`config.mk`:
```
export PLATFORM = sky130hd
export DESIGN_NAME = aha_sif_rd_buffer
export DESIGN_NICKNAME = d
export VERILOG_FILES = /design/src/rtl/aha_sif_pkg.sv /design/src/rtl/aha_sif_sync_fifo.sv /design/src/rtl/aha_sif_rd_buffer.sv
export SDC_FILE = /design/constraint.sdc
export NUM_CORES = 1
export LEC_CHECK = 0
export BUFFER_PORTS_ARGS = -buffer_cell sky130_fd_sc_hd__buf_2
export CORE_MARGIN = 4
export CORE_UTILIZATION = 50
export CTS_CLUSTER_DIAMETER = 80
export DETAILED_ROUTE_END_ITERATION = 10
export GPL_TIMING_DRIVEN = 0
export MAX_ROUTING_LAYER = met4
export PLACE_DENSITY_LB_ADDON = 0.12
export SYNTH_ARGS = -nofsm -noshare
export SYNTH_HDL_FRONTEND = slang
export SYNTH_HIERARCHICAL = 1
export SYNTH_SLANG_ARGS = --single-unit
```
`constraint.sdc`:
```
create_clock -name CLK -period 6.9 [get_ports CLK]
set_input_delay 0.345 -clock CLK [delete_from_list [all_inputs] [get_ports CLK]]
set_output_delay 0.345 -clock CLK [all_outputs]
set_load 0.01 [all_outputs]
```
`src/rtl/aha_sif_pkg.sv`:
```
// -----------------------------------------------------------------------------
// aha_sif_pkg
// Shared types and default widths for the simple-interface (SIF) read path.
//   SIF_DATA_W / SIF_ADDR_W / SIF_ID_W : default data, address and AXI ID widths
//   sif_rd_tag_t                       : per-beat tag {last, id}
//   sif_rd_beat_t                      : returned beat {data, tag}
// -----------------------------------------------------------------------------
package aha_sif_pkg;

  localparam int unsigned SIF_DATA_W = 64;
  localparam int unsigned SIF_ADDR_W = 32;
  localparam int unsigned SIF_ID_W   = 4;

  typedef struct packed {
    logic                last;
    logic [SIF_ID_W-1:0] id;
  } sif_rd_tag_t;

  typedef struct packed {
    logic [SIF_DATA_W-1:0] data;
    sif_rd_tag_t           tag;
  } sif_rd_beat_t;

endpackage

```
`src/rtl/aha_sif_sync_fifo.sv`:
```
// -----------------------------------------------------------------------------
// aha_sif_sync_fifo
// Single-clock FIFO with first-word-fall-through head output.
// Simultaneous push and pop on a full FIFO is legal (head advances, tail
// is written). Storage is cleared on reset so the head reads zero.
// Ports:
//   i_clk, i_rst          : clock, synchronous active-high reset
//   i_push, i_push_data   : write request and data
//   i_pop                 : advance head (ignored when empty)
//   o_full, o_empty       : status
//   o_head                : current head entry
// -----------------------------------------------------------------------------
module aha_sif_sync_fifo #(
  parameter int unsigned WIDTH = 8,
  parameter int unsigned DEPTH = 4
) (
  input  logic             i_clk,
  input  logic             i_rst,
  input  logic             i_push,
  input  logic [WIDTH-1:0] i_push_data,
  input  logic             i_pop,
  output logic             o_full,
  output logic             o_empty,
  output logic [WIDTH-1:0] o_head
);

  localparam int unsigned AW = $clog2(DEPTH);
  localparam logic [AW:0] FULL_CNT = (AW+1)'(DEPTH);

  logic [WIDTH-1:0] r_mem [DEPTH];
  logic [AW-1:0]    r_wr_ptr;
  logic [AW-1:0]    r_rd_ptr;
  logic [AW:0]      r_count;

  logic w_push;
  logic w_pop;

  assign w_pop   = i_pop & ~o_empty;
  assign w_push  = i_push & (~o_full | w_pop);
  assign o_full  = (r_count == FULL_CNT);
  assign o_empty = (r_count == '0);
  assign o_head  = r_mem[r_rd_ptr];

  // Pointers are AW bits wide, so DEPTH being a power of two gives free wrap.
  always_ff @(posedge i_clk) begin
    if (i_rst) begin
      r_wr_ptr <= '0;
      r_rd_ptr <= '0;
      r_count  <= '0;
      for (int unsigned i = 0; i < DEPTH; i++) begin
        r_mem[i] <= '0;
      end
    end else begin
      if (w_push) begin
        r_mem[r_wr_ptr] <= i_push_data;
        r_wr_ptr        <= r_wr_ptr + 1'b1;
      end
      if (w_pop) begin
        r_rd_ptr <= r_rd_ptr + 1'b1;
      end
      if (w_push && !w_pop) begin
        r_count <= r_count + 1'b1;
      end else if (!w_push && w_pop) begin
        r_count <= r_count - 1'b1;
      end
    end
  end

`ifndef SYNTHESIS
  a_no_push_when_full: assert property (@(posedge i_clk) disable iff (i_rst)
    !(i_push && o_full && !i_pop))
    else $error("aha_sif_sync_fifo: push while full");
`endif

endmodule

```
`src/rtl/aha_sif_rd_buffer.sv`:
```
// -----------------------------------------------------------------------------
// aha_sif_rd_buffer
// Read-return stage: issues single-beat reads to the CGRA, carries each
// request's {id,last} tag through the fixed RD_WS read latency, captures the
// returned data into a DEPTH-entry FIFO and presents it as a valid/ready
// stream. A credit counter (issued but not yet popped) bounds outstanding
// reads to DEPTH, so unstallable CGRA data always finds FIFO space.
// Optional feature macro: AHA_SIF_RD_BYPASS_EN -- when the FIFO is empty a
// returning beat is presented combinationally and, if accepted, skips the FIFO.
// Ports:
//   CLK, RESET                         : clock, synchronous active-high reset
//   REQ_VALID/READY/ADDR/ID/LAST       : read request (one beat)
//   SIF_RD_EN, SIF_RD_ADDR             : CGRA read strobe and address
//   SIF_RD_DATA                        : CGRA data, valid RD_WS cycles after EN
//   RSP_VALID/READY/DATA/ID/LAST       : response stream toward AXI R
//   OCCUPANCY                          : in-flight + buffered beats (debug)
// -----------------------------------------------------------------------------
module aha_sif_rd_buffer
  import aha_sif_pkg::*;
#(
  parameter int unsigned ADDR_WIDTH = SIF_ADDR_W,
  parameter int unsigned DATA_WIDTH = SIF_DATA_W,
  parameter int unsigned ID_WIDTH   = SIF_ID_W,
  parameter int unsigned RD_WS      = 1,
  parameter int unsigned DEPTH      = 4
) (
  input  logic                      CLK,
  input  logic                      RESET,
  input  logic                      REQ_VALID,
  output logic                      REQ_READY,
  input  logic [ADDR_WIDTH-1:0]     REQ_ADDR,
  input  logic [ID_WIDTH-1:0]       REQ_ID,
  input  logic                      REQ_LAST,
  output logic                      SIF_RD_EN,
  output logic [ADDR_WIDTH-1:0]     SIF_RD_ADDR,
  input  logic [DATA_WIDTH-1:0]     SIF_RD_DATA,
  output logic                      RSP_VALID,
  input  logic                      RSP_READY,
  output logic [DATA_WIDTH-1:0]     RSP_DATA,
  output logic [ID_WIDTH-1:0]       RSP_ID,
  output logic                      RSP_LAST,
  output logic [$clog2(DEPTH):0]    OCCUPANCY
);

  localparam int unsigned OW = $clog2(DEPTH) + 1;
  localparam int unsigned EW = DATA_WIDTH + ID_WIDTH + 1;
  localparam logic [OW-1:0] OCC_MAX = OW'(DEPTH);

  logic [OW-1:0]       r_occ;
  logic                r_tag_vld  [RD_WS];
  logic [ID_WIDTH-1:0] r_tag_id   [RD_WS];
  logic                r_tag_last [RD_WS];

  logic          w_issue;
  logic          w_cap;
  logic          w_push;
  logic          w_fifo_pop;
  logic          w_rsp_fire;
  logic          w_full;
  logic          w_empty;
  logic [EW-1:0] w_cap_beat;
  logic [EW-1:0] w_head;

  // Issue path: ready is decoded from the credit register only.
  assign REQ_READY   = (r_occ < OCC_MAX);
  assign w_issue     = REQ_VALID & REQ_READY & ~RESET;
  assign SIF_RD_EN   = w_issue;
  assign SIF_RD_ADDR = REQ_ADDR;
  assign OCCUPANCY   = r_occ;

  assign w_cap      = r_tag_vld[RD_WS-1];
  assign w_cap_beat = {SIF_RD_DATA, r_tag_id[RD_WS-1], r_tag_last[RD_WS-1]};

`ifdef AHA_SIF_RD_BYPASS_EN
  logic w_byp;
  // Empty FIFO plus an arriving beat: present it directly; only buffer it
  // if the consumer does not take it this cycle.
  assign w_byp     = w_empty & w_cap;
  assign RSP_VALID = ~w_empty | w_cap;
  assign {RSP_DATA, RSP_ID, RSP_LAST} = w_byp ? w_cap_beat : w_head;
  assign w_push    = w_cap & ~(w_byp & RSP_READY);
`else
  assign RSP_VALID = ~w_empty;
  assign {RSP_DATA, RSP_ID, RSP_LAST} = w_head;
  assign w_push    = w_cap;
`endif

  assign w_rsp_fire = RSP_VALID & RSP_READY;
  assign w_fifo_pop = ~w_empty & RSP_READY;

  // Tag pipeline: free-running shift, never stalls (CGRA cannot stall).
  always_ff @(posedge CLK) begin
    if (RESET) begin
      for (int unsigned i = 0; i < RD_WS; i++) begin
        r_tag_vld[i]  <= 1'b0;
        r_tag_id[i]   <= '0;
        r_tag_last[i] <= 1'b0;
      end
    end else begin
      r_tag_vld[0]  <= w_issue;
      r_tag_id[0]   <= REQ_ID;
      r_tag_last[0] <= REQ_LAST;
      for (int unsigned i = 1; i < RD_WS; i++) begin
        r_tag_vld[i]  <= r_tag_vld[i-1];
        r_tag_id[i]   <= r_tag_id[i-1];
        r_tag_last[i] <= r_tag_last[i-1];
      end
    end
  end

  // Credits: +1 per issue, -1 per beat delivered downstream.
  always_ff @(posedge CLK) begin
    if (RESET) begin
      r_occ <= '0;
    end else if (w_issue && !w_rsp_fire) begin
      r_occ <= r_occ + 1'b1;
    end else if (!w_issue && w_rsp_fire) begin
      r_occ <= r_occ - 1'b1;
    end
  end

  aha_sif_sync_fifo #(
    .WIDTH (EW),
    .DEPTH (DEPTH)
  ) u_fifo (
    .i_clk       (CLK),
    .i_rst       (RESET),
    .i_push      (w_push),
    .i_push_data (w_cap_beat),
    .i_pop       (w_fifo_pop),
    .o_full      (w_full),
    .o_empty     (w_empty),
    .o_head      (w_head)
  );

`ifndef SYNTHESIS
  a_no_occ_underflow: assert property (@(posedge CLK) disable iff (RESET)
    !(w_rsp_fire && r_occ == '0))
    else $error("aha_sif_rd_buffer: occupancy underflow");
  a_no_push_full: assert property (@(posedge CLK) disable iff (RESET)
    !(w_push && w_full && !w_fifo_pop))
    else $error("aha_sif_rd_buffer: capture into full FIFO");
`endif

endmodule

```
==> metrics.txt <==
outcome completed; boundary pin count 212; Tightest Pin Transition 1140 ps; critical path type reg -> reg; sequential standard cell area 8650 um2; Diodes inserted 0; Lkg Pwr a little over 0.006 uW; H-tree depth 1; Crit path top cell by count inv_1; Power Internal roughly 3600 uW; post-synthesis cell area 12800 um2; Startpoint Class flip-flop; Peak VDD IR 0.201 mV; Hold Crit Class in -> reg; fin crit period approximately 3700 ps; critical path buffer and inverter count 4; placeable core area about 25000 um2; delay-heaviest family, CP simple AND/OR/NAND/NOR gates; # DRC 0; Sum Neg Setup Slack 0 ps; CP max stage cell nor4b_2; Worst Path Required 7130 ps; setup ws final 3160 ps; worst-case clock buffer depth 3; share of layout cells above drive strength 1 around 35%; min-delay src REQ_LAST; Congestion Overflow GR 0; Routed wire per std cell 20.1 um; Placed Area 14400 um2; routability cong. approximately 0.76; RSZ-0062 raised after global routing false; Largest stage delay, worst path 940 ps; placed insts roughly 1300; critical path cell sequence nor3_1 -> inv_1 -> nand2_1 -> inv_1 -> nor4b_4 -> nor4b_2 -> clkbuf_1 -> or2_4 -> buf_16; TritonCTS clock tree yes; hpwl dp 17800 um; syn nets 888; RR Startpoint u_fifo/r_count[0]; Starting Density 50.9%; fin crit share 54.2%; multi-input gate area in the final layout roughly 3700 um2; Worst EP arrival 3970 ps; CTS resizes 0; IO Port Bufs 179; FF-to-FF path depth 9; Fill cells 1906; Max Slew Vio Count 0; DIE AREA approximately 28000 um2; 1st-pass router iterations 5; Mean Syn Cell Area approximately 16 um2; worst-path fanout max 41; DR vias 7007; first-pass GRT wire length 43000 um; worst clock skew 10.9 ps; Chip Height 168 um; Comb pwr share 18.4%; hold endpoint r_tag_last[0]; final net count 1113; Switching Fraction roughly a quarter; power share of the clock group 36.6%; Max Cap Viol 0; R2R Path End u_fifo/r_mem[0][29]; pre-CTS WS 3030 ps; vias in the first global route 7729; largest net degree at the start of global routing 47; Final setup viols 0; worst skew pair latency 550 ps; Switching Power roughly 1200 uW; Synth warnings 6; final cell count without fillers between 1000 and 1500; Root Buffer clkbuf_16; WL final 27300 um; Area Overhead vs Synth 21.1%; Relative slew margins 24.0%; initial DRC count 492; Finished Cell Area approximately 16000 um2; clock-pin slew on the worst setup and hold paths 60 ps; Inserted Clock Buffers 31; clk sink count 294; GRT Total Usage between 20% and 30%; Mapped Cells a little under 800; Cell Pwr Density 312 nW/um2; Final ANT Viol Nets 0; Worst setup EP type flip-flop; number of hold violations in the final report 0; Worst R2R Setup Slack 3160 ps; WHS Path Cells 2; sequential share of power 45.0%; antenna violations before repair 0; floorplan row count 58; die width 168 um; fmax 267 MHz; Vias/cell 5.16
[metal layers]
metal / up-vias / part of all wire, % / track usage, %
met5: - / 0 / -
met4: 0 / 1.1 / 3.56
met3: 28 / 5.0 / 2.54
met2: 214 / 51 / 34.3
met1: 3493 / 43 / 26.9
li1: 3272 / - / -
[flip-flops by register name, indices dropped and copies added (netlist names), named ones only]
signal and cells:
u_fifo/r_mem 276, r_tag_id 4, OCCUPANCY 3, u_fifo/r_count 3
u_fifo/r_rd_ptr 2, u_fifo/r_wr_ptr 2, r_tag_last 1, r_tag_vld 1
[area by class of cell]
cell class | count | share of cell area, %
inverter | 8 | 0.194
multi-input combinational | 399 | 24.1
timing repair buffer | 192 | 7.36
tap | 330 | 2.66
sequential | 294 | 55.8
clock buffer | 35 | 5.23
clock inverter | 23 | 1.93
buffer | 78 | 2.75
[power by group through the flow]
stage                     clock network (uW)  registers (uW)  logic (uW)
final                                   1770            2180         889
after global routing                    1890            2190         979
after CTS                               1820            2180         913
after detailed placement                   0            2220         907
after global placement                     0            2240         870
after floorplan                            0            2210         565
[worst register-to-register path: stages (launching register included)]
cell and delay, ps:
dfxtp_1 490, nor3_1 110, inv_1 110, nand2_1 130, inv_1 150, nor4b_4 100
nor4b_2 940, clkbuf_1 480, or2_4 570, buf_16 330
[through the flow]
stage          power (uW)  hold WS (ps)  utilization (%)
6_report             4840          39.0             61.6
5_1_grt              5060          35.9             61.6
4_1_cts              4910          6.61             61.6
3_5_place_dp         3120           514             57.1
3_3_place_gp         3110           508             56.1
2_1_floorplan        2780           473                -
[worst max path at each step]
stage / start / slack (ps) / cells past startpoint / to
final: u_fifo/r_count[0] / 3160 / 9 / u_fifo/r_mem[0][29]
after global routing: u_fifo/r_count[0] / 2810 / 9 / u_fifo/r_mem[0][25]
after global placement: u_fifo/r_count[0] / -4250 / 6 / u_fifo/r_mem[1][30]
after detailed placement: u_fifo/r_count[0] / 3030 / 9 / u_fifo/r_mem[0][29]
after floorplan: u_fifo/r_count[0] / 230 / 6 / u_fifo/r_mem[1][0]
after CTS: u_fifo/r_count[0] / 3010 / 9 / u_fifo/r_mem[0][29]
[layout by cell type, fill, tap and decap left out, types with 3 or more instances in the layout]
cell type   count
and2_1        276
buf_16          4
buf_2         190
buf_4          32
buf_8           5
bufinv_16       7
clkbuf_1       37
clkbuf_16      31
clkinv_1        4
clkinv_2        7
clkinvlp_4      4
dfxtp_1        18
edfxtp_1      276
inv_1           8
mux4_2         69
nand2_1         3
nor2_1          9
nor2b_1         6
xor2_1          6
[repair_timing]
| action | CTS | global route |
|---|---|---|
| hold buffers | 2 | 0 |
| hold endpoints to repair | 2 | 0 |
| setup buffers | 0 | 0 |
Note: power is estimated with default switching activity, not from simulation.
